==> config.mk <==
export PLATFORM = sky130hd
export DESIGN_NAME = alu_seq
export DESIGN_NICKNAME = d
export VERILOG_FILES = /design/src/rtl/alu_seq.sv
export SDC_FILE = /design/constraint.sdc
export NUM_CORES = 1
export LEC_CHECK = 0
export BUFFER_PORTS_ARGS = -buffer_cell sky130_fd_sc_hd__buf_2
export CAP_MARGIN = 20
export CORE_MARGIN = 2
export CORE_UTILIZATION = 50
export DETAILED_ROUTE_END_ITERATION = 7
export HOLD_SLACK_MARGIN = 0.03
export PLACE_DENSITY = 0.73
export SLEW_MARGIN = 40
export SYNTH_ARGS = -nofsm -noshare
export SYNTH_HDL_FRONTEND = slang
export SYNTH_SLANG_ARGS = --single-unit
==> constraint.sdc <==
create_clock -name clock -period 9.71 [get_ports clock]
set_input_delay 0.971 -clock clock [delete_from_list [all_inputs] [get_ports clock]]
set_output_delay 0.971 -clock clock [all_outputs]
set_load 0.01 [all_outputs]
==> src/rtl/alu_seq.sv <==
// Handshaked sequential ALU: single-cycle logic, arithmetic, compare and
// shift ops plus iterative shift-add multiply and restoring divide.
module alu_seq #(
  parameter int WIDTH = 16
) (
  input  logic             clock,
  input  logic             reset,
  input  logic             in_valid,
  output logic             in_ready,
  input  logic [3:0]       op,
  input  logic [WIDTH-1:0] operand_a,
  input  logic [WIDTH-1:0] operand_b,
  output logic             out_valid,
  input  logic             out_ready,
  output logic [WIDTH-1:0] result,
  output logic [WIDTH-1:0] result_hi,
  output logic             flag_zero,
  output logic             flag_negative,
  output logic             flag_carry,
  output logic             flag_overflow,
  output logic             flag_dz,
  output logic             flag_illegal,
  output logic             busy
);

  localparam int SHAMT_W = $clog2(WIDTH);
  localparam int CNT_W   = $clog2(WIDTH);

  localparam logic [3:0] OP_NOT = 4'd0;
  localparam logic [3:0] OP_AND = 4'd1;
  localparam logic [3:0] OP_OR  = 4'd2;
  localparam logic [3:0] OP_XOR = 4'd3;
  localparam logic [3:0] OP_ADD = 4'd4;
  localparam logic [3:0] OP_SUB = 4'd5;
  localparam logic [3:0] OP_LTU = 4'd6;
  localparam logic [3:0] OP_EQ  = 4'd7;
  localparam logic [3:0] OP_LTS = 4'd8;
  localparam logic [3:0] OP_SHL = 4'd9;
  localparam logic [3:0] OP_SHR = 4'd10;
  localparam logic [3:0] OP_SRA = 4'd11;
  localparam logic [3:0] OP_MUL = 4'd12;
  localparam logic [3:0] OP_DIV = 4'd13;

  typedef enum logic [1:0] {
    S_IDLE,
    S_EXEC,
    S_DONE
  } state_t;

  state_t r_state;
  state_t w_next_state;

  logic               w_accept;
  logic               w_iter_op;
  logic               w_last_step;
  logic [SHAMT_W-1:0] w_shamt;
  logic [WIDTH:0]     w_sum;
  logic [WIDTH:0]     w_dif;
  logic [WIDTH-1:0]   w_res;
  logic [WIDTH-1:0]   w_res_hi;
  logic               w_c;
  logic               w_v;
  logic               w_dz;
  logic               w_ill;

  logic               r_is_div;
  logic [WIDTH-1:0]   r_opnd;
  logic [WIDTH-1:0]   r_hi;
  logic [WIDTH-1:0]   r_lo;
  logic [CNT_W-1:0]   r_cnt;

  logic [WIDTH:0]     w_madd;
  logic [WIDTH:0]     w_shift;
  logic [WIDTH:0]     w_trial;
  logic [WIDTH-1:0]   w_step_hi;
  logic [WIDTH-1:0]   w_step_lo;

  logic [WIDTH-1:0]   r_result;
  logic [WIDTH-1:0]   r_result_hi;
  logic               r_z;
  logic               r_n;
  logic               r_c;
  logic               r_v;
  logic               r_dz;
  logic               r_ill;

  assign in_ready    = (r_state == S_IDLE) ||
                       ((r_state == S_DONE) && out_ready);
  assign w_accept    = in_valid && in_ready;
  assign w_iter_op   = (op == OP_MUL) ||
                       ((op == OP_DIV) && (operand_b != '0));
  assign w_last_step = (r_cnt == CNT_W'(WIDTH - 1));
  assign w_shamt     = operand_b[SHAMT_W-1:0];
  assign w_sum       = {1'b0, operand_a} + {1'b0, operand_b};
  assign w_dif       = {1'b0, operand_a} - {1'b0, operand_b};

  always_comb begin
    w_res    = '0;
    w_res_hi = '0;
    w_c      = 1'b0;
    w_v      = 1'b0;
    w_dz     = 1'b0;
    w_ill    = 1'b0;
    case (op)
      OP_NOT: w_res = ~operand_a;
      OP_AND: w_res = operand_a & operand_b;
      OP_OR:  w_res = operand_a | operand_b;
      OP_XOR: w_res = operand_a ^ operand_b;
      OP_ADD: begin
        w_res = w_sum[WIDTH-1:0];
        w_c   = w_sum[WIDTH];
        w_v   = (operand_a[WIDTH-1] == operand_b[WIDTH-1]) &&
                (w_sum[WIDTH-1] != operand_a[WIDTH-1]);
      end
      OP_SUB: begin
        w_res = w_dif[WIDTH-1:0];
        w_c   = w_dif[WIDTH];
        w_v   = (operand_a[WIDTH-1] != operand_b[WIDTH-1]) &&
                (w_dif[WIDTH-1] != operand_a[WIDTH-1]);
      end
      OP_LTU: w_res = WIDTH'(operand_a < operand_b);
      OP_EQ:  w_res = WIDTH'(operand_a == operand_b);
      OP_LTS: w_res = WIDTH'($signed(operand_a) < $signed(operand_b));
      OP_SHL: w_res = operand_a << w_shamt;
      OP_SHR: w_res = operand_a >> w_shamt;
      OP_SRA: w_res = $unsigned($signed(operand_a) >>> w_shamt);
      OP_MUL: w_res = '0;
      OP_DIV: begin
        // only the divide-by-zero case completes without iterating
        if (operand_b == '0) begin
          w_res    = '1;
          w_res_hi = operand_a;
          w_dz     = 1'b1;
        end
      end
      default: w_ill = 1'b1;
    endcase
  end

  assign w_madd  = {1'b0, r_hi} + (r_lo[0] ? {1'b0, r_opnd} : '0);
  assign w_shift = {r_hi, r_lo[WIDTH-1]};
  assign w_trial = w_shift - {1'b0, r_opnd};

  always_comb begin
    w_step_hi = w_madd[WIDTH:1];
    w_step_lo = {w_madd[0], r_lo[WIDTH-1:1]};
    if (r_is_div) begin
      // r_lo shifts dividend bits out the top and quotient bits in
      if (!w_trial[WIDTH]) begin
        w_step_hi = w_trial[WIDTH-1:0];
        w_step_lo = {r_lo[WIDTH-2:0], 1'b1};
      end else begin
        w_step_hi = w_shift[WIDTH-1:0];
        w_step_lo = {r_lo[WIDTH-2:0], 1'b0};
      end
    end
  end

  always_ff @(posedge clock or posedge reset) begin
    if (reset) begin
      r_state <= S_IDLE;
    end else begin
      r_state <= w_next_state;
    end
  end

  always_comb begin
    w_next_state = r_state;
    unique case (r_state)
      S_IDLE: begin
        if (w_accept) begin
          w_next_state = w_iter_op ? S_EXEC : S_DONE;
        end
      end
      S_EXEC: begin
        if (w_last_step) begin
          w_next_state = S_DONE;
        end
      end
      S_DONE: begin
        if (w_accept) begin
          w_next_state = w_iter_op ? S_EXEC : S_DONE;
        end else if (out_ready) begin
          w_next_state = S_IDLE;
        end
      end
      default: w_next_state = S_IDLE;
    endcase
  end

  always_ff @(posedge clock or posedge reset) begin
    if (reset) begin
      r_is_div    <= 1'b0;
      r_opnd      <= '0;
      r_hi        <= '0;
      r_lo        <= '0;
      r_cnt       <= '0;
      r_result    <= '0;
      r_result_hi <= '0;
      r_z         <= 1'b0;
      r_n         <= 1'b0;
      r_c         <= 1'b0;
      r_v         <= 1'b0;
      r_dz        <= 1'b0;
      r_ill       <= 1'b0;
    end else if (w_accept) begin
      r_cnt    <= '0;
      r_is_div <= (op == OP_DIV);
      r_opnd   <= (op == OP_DIV) ? operand_b : operand_a;
      r_hi     <= '0;
      r_lo     <= (op == OP_DIV) ? operand_a : operand_b;
      if (!w_iter_op) begin
        r_result    <= w_res;
        r_result_hi <= w_res_hi;
        r_z         <= (w_res == '0);
        r_n         <= w_res[WIDTH-1];
        r_c         <= w_c;
        r_v         <= w_v;
        r_dz        <= w_dz;
        r_ill       <= w_ill;
      end
    end else if (r_state == S_EXEC) begin
      r_cnt <= r_cnt + 1'b1;
      r_hi  <= w_step_hi;
      r_lo  <= w_step_lo;
      if (w_last_step) begin
        r_result    <= w_step_lo;
        r_result_hi <= w_step_hi;
        r_z         <= (w_step_lo == '0);
        r_n         <= w_step_lo[WIDTH-1];
        r_c         <= 1'b0;
        r_v         <= 1'b0;
        r_dz        <= 1'b0;
        r_ill       <= 1'b0;
      end
    end
  end

  assign out_valid     = (r_state == S_DONE);
  assign busy          = (r_state != S_IDLE);
  assign result        = r_result;
  assign result_hi     = r_result_hi;
  assign flag_zero     = r_z;
  assign flag_negative = r_n;
  assign flag_carry    = r_c;
  assign flag_overflow = r_v;
  assign flag_dz       = r_dz;
  assign flag_illegal  = r_ill;

endmodule
==> results of run 1 <==
-- where the power goes --
| part | leakage, nW | switching (mW) | internal (mW) |
|---|---|---|---|
| Combinational | 3.82 | 0.489 | 0.296 |
| Sequential | 1.19 | 0.0625 | 0.446 |
| Clock | 0.160 | 0.166 | 0.227 |
| Total | 5.17 | 0.717 | 0.969 |
-- worst min-delay path by stage --
stage                             endpoint  slack, ns  cells after the start
CTS                  result[1]$_DFFE_PP0P_       0.47                      2
finish               result[1]$_DFFE_PP0P_       0.47                      2
detailed placement   result[1]$_DFFE_PP0P_       0.45                      2
global placement     result[1]$_DFFE_PP0P_       0.45                      2
global route         result[1]$_DFFE_PP0P_       0.51                      2
floorplan           r_opnd[10]$_DFFE_PP0P_       0.46                      2
-- critical path: cells and delay by family --
kind,cells,cell delay (ns)
compound gates,7,1.92
fa+ha+maj,1,0.69
buf+inv,2,1.43
simple gates,2,0.43
-- cells in the final DEF (no fill, tap or decap), drive strengths merged, types with 19 or more instances in the layout --
cell and count:
a211oi 32, a21o 19, a21oi 120, and2 27, buf 100, dfrtp 92, ha 85, inv 79
mux2i 51, nand2 148, nand2b 25, nand3 26, nor2 146, nor3 31, o211ai 41, o21ai 107
xnor2 22
-- logic make-up (layout without fill, tap and decap cells) --
group / count (synthesis) / in the layout / share of synthesized area, %
AOI/OAI and AO/OA: 479 / 479 / 28.8
xor gates and xnor gates: 32 / 32 / 2.53
adders and majority gates: 89 / 89 / 10.3
buffers and inverters: 191 / 195 / 7.16
DFF: 92 / 92 / 20.8
muxes: 81 / 81 / 9.45
and+or+nand+nor: 491 / 491 / 21.0
-- registers in the layout, summed over array words and instances (netlist names) --
name	cells
flag_illegal	1
flag_dz	1
result_hi	16
r_lo	16
r_opnd	16
flag_carry	1
flag_overflow	1
flag_zero	1
r_is_div	1
r_cnt	4
result	16
r_state	2
r_hi	16
-- layer usage --
metal | global-route usage, % | vias to the layer above | part of all wire, %
met5 | 0 | - | 0
met4 | 16.2 | 0 | 4.7
met3 | 5.39 | 127 | 9.6
met2 | 55.1 | 725 | 44
met1 | 50.9 | 5718 | 42
li1 | - | 5348 | -
-- metrics by stage --
| stage | instances | worst slack, ns | power, mW | cell area, sq um | utilization (%) |
|---|---|---|---|---|---|
| after floorplan | 1455 | 5.66 | 1.04 | 11100 | - |
| after global placement | 1721 | 4.38 | 1.26 | 11500 | 52.8 |
| after detailed placement | 1723 | 4.22 | 1.27 | 11600 | 53.1 |
| final | 1739 | 4.55 | 1.69 | 11900 | 54.6 |
| after global routing | 1739 | 4.23 | 1.78 | 11900 | 54.6 |
| after CTS | 1739 | 4.59 | 1.67 | 11900 | 54.5 |
-- area by class of cell --
class | count | area (sq um)
Sequential cell | 92 | 2300
Multi-Input combinational cell | 1172 | 8050
Clock inverter | 7 | 96.3
Inverter | 79 | 299
Fill cell | 2114 | 9910
Tap cell | 280 | 350
Clock buffer | 9 | 225
Timing Repair Buffer | 100 | 586
==> results.toml, run 1 <==
[timing]
tightestPinTransition_ns = 0.794
timing.final.crit_share_pct = 53.1
tns_ns = 0
relSlewSlack_pct = 47.0
rsz0062_at_grt = "no"
period_needed_ns = 5.16
clock_skew_ns = 0.0144
fmax_ghz = 0.194
hold_ws_ns = 0.465
hold_viol = 0
finalSetupViolCount = 0
slew_viol_final = 0

[power_and_ir_drop]
p_per_area_nw_per_um2 = 142
p_leak_nw = 5.17
ir_worst_vdd_mv = 0.0821

[setup_path]
arrival_ns = 5.46
timing.rr.end = "r_hi[13]$_DFFE_PP0P_"
cp-startpoint = "operand_b[1]"
worstRegToRegCells = 11
crit_required_ns = 10.01
cpMaxStageDelayCell = "clkinv_1"
r2r_setup_slack_ns = 5.84
start_kind = "input pin"
critPathKind = "input pin to flop"
crit_fanout = 37
endpoint = "flag_zero$_DFFE_PP0P_"
regToRegStartpoint = "r_lo[0]$_DFFE_PP0P_"
cp_cell_sequence = "buf_2 -> clkinv_1 -> fa_1 -> nand2b_1 -> a21oi_1 -> o211ai_1 -> a31oi_1 -> a2111o_1 -> o21ai_0 -> a2111oi_0 -> and2_1 -> a31o_1"
cp-end-kind = "flop"
max_stage_delay_ns = 0.85

[die]
die_w_um = 153
placementRows = 54
initial_core_util_pct = 50.8
coreArea_sq_um = 21800
dieArea_sq_um = 23400
ios = 81
die_h_um = 153

[finish]
nets = 1583
syn2layout_area_growth_pct = 7.46
antennaDiodeCount = 0
drive_above_1_share_pct = 11.9

[flow_run]
cap_violations = 0

[synthesis]
synth_top_cells_by_area = "dfrtp_1, ha_1, a21oi_1, nand2_1, nor2_1"
synth_nets = 1584
synth_top_area_cell = "dfrtp_1"
synthMostInstantiatedCell = "nand2_1"
synth_warnings = 0
async_reset_ff_share_pct = 100
synth-edff-count = 0
synth.avg_cell_area_sq_um = 7.62
synth_top_area_share_pct = 20.8
netlist_area_sq_um = 11100
ys.flop_type = "dfrtp_1"
synth-seq-area-share_pct = 20.8
syn_inst = 1455
synth_cell_types = 89
synth.top_cells.by_count = "nand2_1, nor2_1, a21oi_1"
synth-seq-cells = 92

[clock_tree]
htreeDepth = 3
insertion_delay_ns = 0.36
cts_setup_buffers = 0
hold_buffers = 0
postCtsResizedCells = 0
cts_tree = "built"
numCtsBuffers = 9
path_clk_slew_ns = 0.08
cts_buffer_depth = 2
clock_sinks = 92
clock-root-buffer = "clkbuf_16"

[routing]
wl_per_cell_um = 24.8
drt_wl_total_mm = 43.0
dr_total_vias = 11900
ant_nets = 0
first_iter_violations = 1458
drt-pass1-iter-count = 6
drcViolationCount = 0
viasPerCell = 6.85

[placed_design]
routabilityCongestion = 1.05
portBuffers = 80
post-dp-hpwl_mm = 31.9

[global_route]
antenna_found_initial = 0
grt_max_degree = 100
grt_pass1_wl_mm = 66.6
grt_pass1_vias = 11100
track_usage_pct = 36.1
grt-ovfl-total = 0

[status]
status = "complete, no violations"

[worst_hold_path]
holdCritPathClass = "flop to flop"
min_from = "result[1]$_DFFE_PP0P_"
Power figures use the tool's default switching activity.
==> run 2, diff against run 1 <==
ABC_AREA = 1   (was default)
clock period = 5.35 ns   (was 9.71 ns; I/O delays follow)
==> results.toml, run 2 <==
[global_route]
grt_max_degree = 64
grt-ovfl-total = 0
track_usage_pct = 39.5
grt_pass1_wl_mm = 68.2
grt_pass1_vias = 11600
antenna_found_initial = 2

[finish]
antennaDiodeCount = 0
syn2layout_area_growth_pct = 7.28
nets = 2013
layout_common_cells = "nand2_1, nand3_1, inv_1"
layout_commonest_cell = "nand2_1"
drive_above_1_share_pct = 7.68
finalInstanceArea_sq_um = 11700

[setup_path]
start_kind = "input pin"
cpMaxStageDelayCell = "buf_2"
timing.rr.end = "result_hi[13]$_DFFE_PP0P_"
r2r_setup_slack_ns = 2.24
critPathKind = "input pin to flop"
cp_cell_sequence = "buf_2 -> inv_2 -> ha_1 -> nand3_1 -> nand3_1 -> nand2_1 -> nand2_1 -> nand2_1 -> nand3_1 -> nand3_1 -> nor2_1 -> nand2_1 -> nor2_1 -> nand3_1 -> nor2_1 -> nand2_1 -> a21oi_1"
worstPathBufferInverterCount = 2
max_stage_delay_ns = 0.51
worstRegToRegCells = 14
crit_required_ns = 5.64
crit_fanout = 36
arrival_ns = 3.89
regToRegStartpoint = "r_lo[0]$_DFFE_PP0P_"
cpLargestDelayFamily = "simple AND/OR/NAND/NOR gates"
cp-end-kind = "flop"

[power_and_ir_drop]
internal-power_mw = 1.93
clkPwrFrac_pct = 17.4
p_seq_share_pct = 28.6
p_leak_nw = 6.29
p_sw_mw = 1.87
total_power_mw = 3.79
pwr-share-comb_pct = 54.0
ir_worst_vdd_mv = 0.162
power.share.switching_pct = 49.2
p_per_area_nw_per_um2 = 324

[synthesis]
synth.avg_cell_area_sq_um = 5.87
synthMostInstantiatedCell = "nand2_1"
synth_cell_types = 45
netlist_area_sq_um = 10900
synth-seq-area-share_pct = 21.1
synth_warnings = 0
synth-edff-count = 0
synth_nets = 1989
async_reset_ff_share_pct = 100
ys.flop_type = "dfrtp_1"
synth_top_area_share_pct = 21.1
synth_top_cells_by_area = "dfrtp_1, nand2_1, ha_1, nand3_1, o21ai_0"
syn_inst = 1860
synth-seq-cells = 92
synth.top_cells.by_count = "nand2_1, nand3_1, inv_1"
synth_top_area_cell = "dfrtp_1"

[clock_tree]
hold_buffers = 0
cts_buffer_depth = 2
postCtsResizedCells = 0
cts_setup_buffers = 0
cts_tree = "built"
insertion_delay_ns = 0.36
numCtsBuffers = 9
clock_sinks = 92
clock-root-buffer = "clkbuf_16"
path_clk_slew_ns = 0.08
htreeDepth = 3

[placed_design]
post-dp-hpwl_mm = 35.4
portBuffers = 80
routabilityCongestion = 1.03
place_area_sq_um = 11400

[timing]
tightestPinTransition_ns = 0.939
slew_viol_final = 0
timing.final.crit_share_pct = 67.4
hold_viol = 0
relSlewSlack_pct = 36.7
period_needed_ns = 3.61
finalSetupViolCount = 0
rsz0062_at_grt = "no"
tns_ns = 0
fmax_ghz = 0.277
clock_skew_ns = 0.00747

[worst_hold_path]
holdCritPathClass = "input pin to async pin"

[routing]
drt-pass1-iter-count = 8
first_iter_violations = 1284
drcViolationCount = 0
drt_wl_total_mm = 45.2
viasPerCell = 5.87
dr_total_vias = 12700
ant_nets = 0
wl_per_cell_um = 20.9

[die]
placementRows = 54
coreArea_sq_um = 21600
die_w_um = 152
dieArea_sq_um = 23000
initial_core_util_pct = 50.5
ios = 81
die_h_um = 152

[flow_run]
cap_violations = 0

[status]
status = "complete, no violations"
[run 2: changes by cell type after synthesis, sizes merged, moves of 17 or more]
cell / before / now
inv: 77 / 212
and2: 27 / 1
nand2: 148 / 586
nand3: 26 / 212
nand2b: 25 / 0
mux2i: 51 / 0
nor2: 146 / 171
mux4: 17 / 0
o21ai: 107 / 176
a211oi: 32 / 0
o211ai: 41 / 17
clkbuf: 77 / 36
a31oi: 18 / 1
[run 2: per-layer routing]
| layer | global-route usage [%] | vias up | share of wire (%) |
|---|---|---|---|
| li1 | - | 6107 | - |
| met1 | 51.6 | 5907 | 41 |
| met2 | 65.2 | 605 | 47 |
| met3 | 4.40 | 109 | 7.3 |
| met4 | 18.7 | 4 | 5.1 |
| met5 | 0 | - | 0.069 |
[run 2: how the worst max path moves through the flow]
stage                       from                endpoint  slack [ns]  depth (start not counted)
finish              operand_b[1]   flag_zero$_DFFE_PP0P_        1.74                         17
detailed placement  operand_b[1]   flag_zero$_DFFE_PP0P_        1.43                         17
floorplan                  reset  flag_carry$_DFFE_PP0P_        2.42                          1
global placement    operand_b[1]   flag_zero$_DFFE_PP0P_        1.51                         17
CTS                 operand_b[1]   flag_zero$_DFFE_PP0P_        1.79                         17
global route        operand_b[1]   flag_zero$_DFFE_PP0P_        1.54                         17
[run 2: layout make-up]
cell class / count / area (sq um)
multi-input combinational: 1474 / 7440
fill: 2333 / 9920
clock buffer: 9 / 225
timing repair buffer: 94 / 509
clock inverter: 7 / 80.1
tap: 280 / 350
sequential: 92 / 2300
inverter: 213 / 802
[run 2: stage by stage]
stage               util (%)  hold slack [ns]  setup WS, ns  std cells
floorplan                  -            0.453          2.42       1860
global placement        52.7            0.459          1.51       2153
detailed placement      52.7            0.461          1.43       2153
CTS                     54.1            0.181          1.79       2169
global route            54.1            0.208          1.54       2169
finish                  54.1            0.185          1.74       2169
[run 2: kinds of logic after synthesis]
logic type               Yosys count  synth area share [%]
XOR/XNOR                          16                  1.28
AO/OA/AOI/OAI                    342                  17.1
adder cells (fa/ha/maj)           89                  10.5
buffers and inverters            294                  10.9
AND/OR/NAND/NOR                 1027                  39.2
flip-flops                        92                  21.1
[run 2: power groups by stage]
stage / sequential [mW] / clock [mW] / combinational, mW
2_1_floorplan: 1.08 / 0 / 1.42
3_3_place_gp: 1.09 / 0 / 1.98
3_5_place_dp: 1.09 / 0 / 2.00
4_1_cts: 1.08 / 0.672 / 2.01
5_1_grt: 1.11 / 0.696 / 2.29
6_report: 1.08 / 0.661 / 2.05
[run 2: worst register-to-register path, cell delays in order (launching register included)]
cell and delay, ns:
dfrtp_1 0.66, nand2_1 0.16, inv_1 0.05, ha_1 0.22
fa_1 0.44, nand3_1 0.10, nand3_1 0.18, nand3_1 0.13
nand3_1 0.22, a21o_1 0.23, or2_2 0.27, nand3_1 0.07
nand2_1 0.08, nand3_1 0.08, o211ai_1 0.08
==> run 3, diff against run 2 <==
ABC_AREA = 0   (was 1)
PLACE_DENSITY = 0.76   (was 0.73)
clock period = 3.1 ns   (was 5.35 ns; I/O delays follow)
==> results.toml, run 3 (synthesis gave the netlist of run 1 again) <==
[finish]
seq_area_sq_um = 2300
layout_commonest_cell = "buf_4"
antennaDiodeCount = 0
multi_input_area_sq_um = 8120
nets = 1785
finish.utilization_pct = 62.1
finalInstanceArea_sq_um = 13600
syn2layout_area_growth_pct = 22.3
layout_common_cells = "buf_4, nand2_1, nor2_1"
drive_above_1_share_pct = 23.8
nFillCells = 1934

[power_and_ir_drop]
p_per_area_nw_per_um2 = 420
p_leak_nw = 6.19
clkPwrFrac_pct = 22.0
p_seq_share_pct = 27.9
ir_worst_vdd_mv = 0.390
power.share.switching_pct = 41.5
pwr-share-comb_pct = 50.1
internal-power_mw = 3.33
p_sw_mw = 2.37

[routing]
wl_per_cell_um = 23.4
drt_wl_total_mm = 45.3
drt-pass1-iter-count = 5
first_iter_violations = 1464
dr_wl_met2_mm = 19.8
met3_length_mm = 4.87
ant_nets = 0
drcViolationCount = 0
dr_total_vias = 12700
viasPerCell = 6.56
highest_layer = "met4"
m1WireLength_mm = 18.2

[setup_path]
cp-end-kind = "flop"
crit_fanout = 6
arrival_ns = 3.19
critPathKind = "flop to flop"
crit_required_ns = 3.31
start_kind = "flop"

[timing]
timing.final.crit_share_pct = 96.2
fmax_ghz = 0.335
hold_ws_ns = 0.00937
period_needed_ns = 2.98
hold_viol = 0
clock_skew_ns = 0.00526
tightestPinTransition_ns = 0.803
finalSetupViolCount = 0
rsz0062_at_grt = "no"
slew_viol_final = 0
relSlewSlack_pct = 45.0

[die]
die_h_um = 153
dieArea_sq_um = 23400
placementRows = 54
initial_core_util_pct = 50.8
coreArea_sq_um = 21800
ios = 81
die_w_um = 153

[worst_hold_path]
holdCritPathClass = "input pin to async pin"

[clock_tree]
clock-root-buffer = "clkbuf_16"
htreeDepth = 3
cts_buffer_depth = 2
numCtsBuffers = 9
insertion_delay_ns = 0.36
path_clk_slew_ns = 0.07
cts_tree = "built"
clock_sinks = 92
hold_buffers = 0

[placed_design]
routabilityCongestion = 1.09
post-dp-hpwl_mm = 35.3
place_area_sq_um = 13100
portBuffers = 80

[global_route]
grt-ovfl-total = 0
track_usage_pct = 37.9
grt_max_degree = 63
grt_pass1_wl_mm = 69.8
antenna_found_initial = 0
grt_pass1_vias = 12000

[status]
status = "complete, no violations"

[flow_run]
cap_violations = 0
run 3: cell count changes in the layout (fill, tap and decap cells not counted), moves of 25 or more:
cell      change
mux2i_1      +51
nand2b_1     +25
buf_4       +202
nand3_1     -188
and2_1       +26
o211ai_1     +25
inv_1       -128
a211oi_1     +29
o21ai_0      -70
nand2_1     -432
run 3: critical path: stages (launching register included):
cell      delay (ns)
dfrtp_2         0.44
and2_1          0.15
ha_1            0.20
fa_2            0.38
a211oi_2        0.23
o211ai_1        0.19
a41oi_2         0.21
o21ai_2         0.11
or4_1           0.42
a31o_2          0.25
o211ai_1        0.12
o21ai_0         0.11
run 3: through the flow:
stage	TNS (ns)	power, mW	cells	setup slack, ns
after global placement	-0.214	4.25	1924	-0.189
after CTS	0	5.58	1940	0.0116
after detailed placement	-0.562	4.30	1924	-0.130
after global routing	0	6.00	1941	0.00599
final	0	5.70	1941	0.119
after floorplan	0	3.27	1455	0.0264
run 3: worst paths after layout:
kind                                            endpoint                  start  slack, ns  cells after the start
min in group clock                r_state[1]$_DFFE_PP0P_              out_ready       0.20                      2
max in group asynchronous          result[6]$_DFFE_PP0P_                  reset       2.42                      3
worst max register to register      r_hi[13]$_DFFE_PP0P_    r_lo[0]$_DFFE_PP0P_       0.12                     11
worst min-delay path            result_hi[4]$_DFFE_PP0P_                  reset      0.009                      2
worst min register to register     result[7]$_DFFE_PP0P_  result[7]$_DFFE_PP0P_       0.48                      2
worst max-delay path                r_hi[13]$_DFFE_PP0P_    r_lo[0]$_DFFE_PP0P_       0.12                     11
run 3: final cells by class:
cell class,instances,area share [%]
Multi-Input combinational cell,1172,59.9
Inverter,79,2.23
Timing Repair Buffer,302,15.8
Clock buffer,10,1.76
Clock inverter,6,0.692
Tap cell,280,2.58
Sequential cell,92,17.0
run 3: power by group through the flow:
stage / Sequential (mW) / Clock [mW] / Combinational (mW)
detailed placement: 1.60 / 0 / 2.71
global route: 1.61 / 1.31 / 3.09
CTS: 1.58 / 1.27 / 2.74
global placement: 1.59 / 0 / 2.65
floorplan: 1.57 / 0 / 1.69
finish: 1.59 / 1.25 / 2.86
run 3: metal layers:
metal | track usage (%) | vias up
li1 | - | 5777
met1 | 51.0 | 5997
met2 | 58.5 | 788
met3 | 8.45 | 169
met4 | 17.3 | 0
met5 | 0 | -
run 3: timing repair:
action                     CTS  global route
setup buffers                0             1
resized for setup            6            18
setup endpoints to repair   11            26
pin swaps                    1            10
gates cloned                 0             0
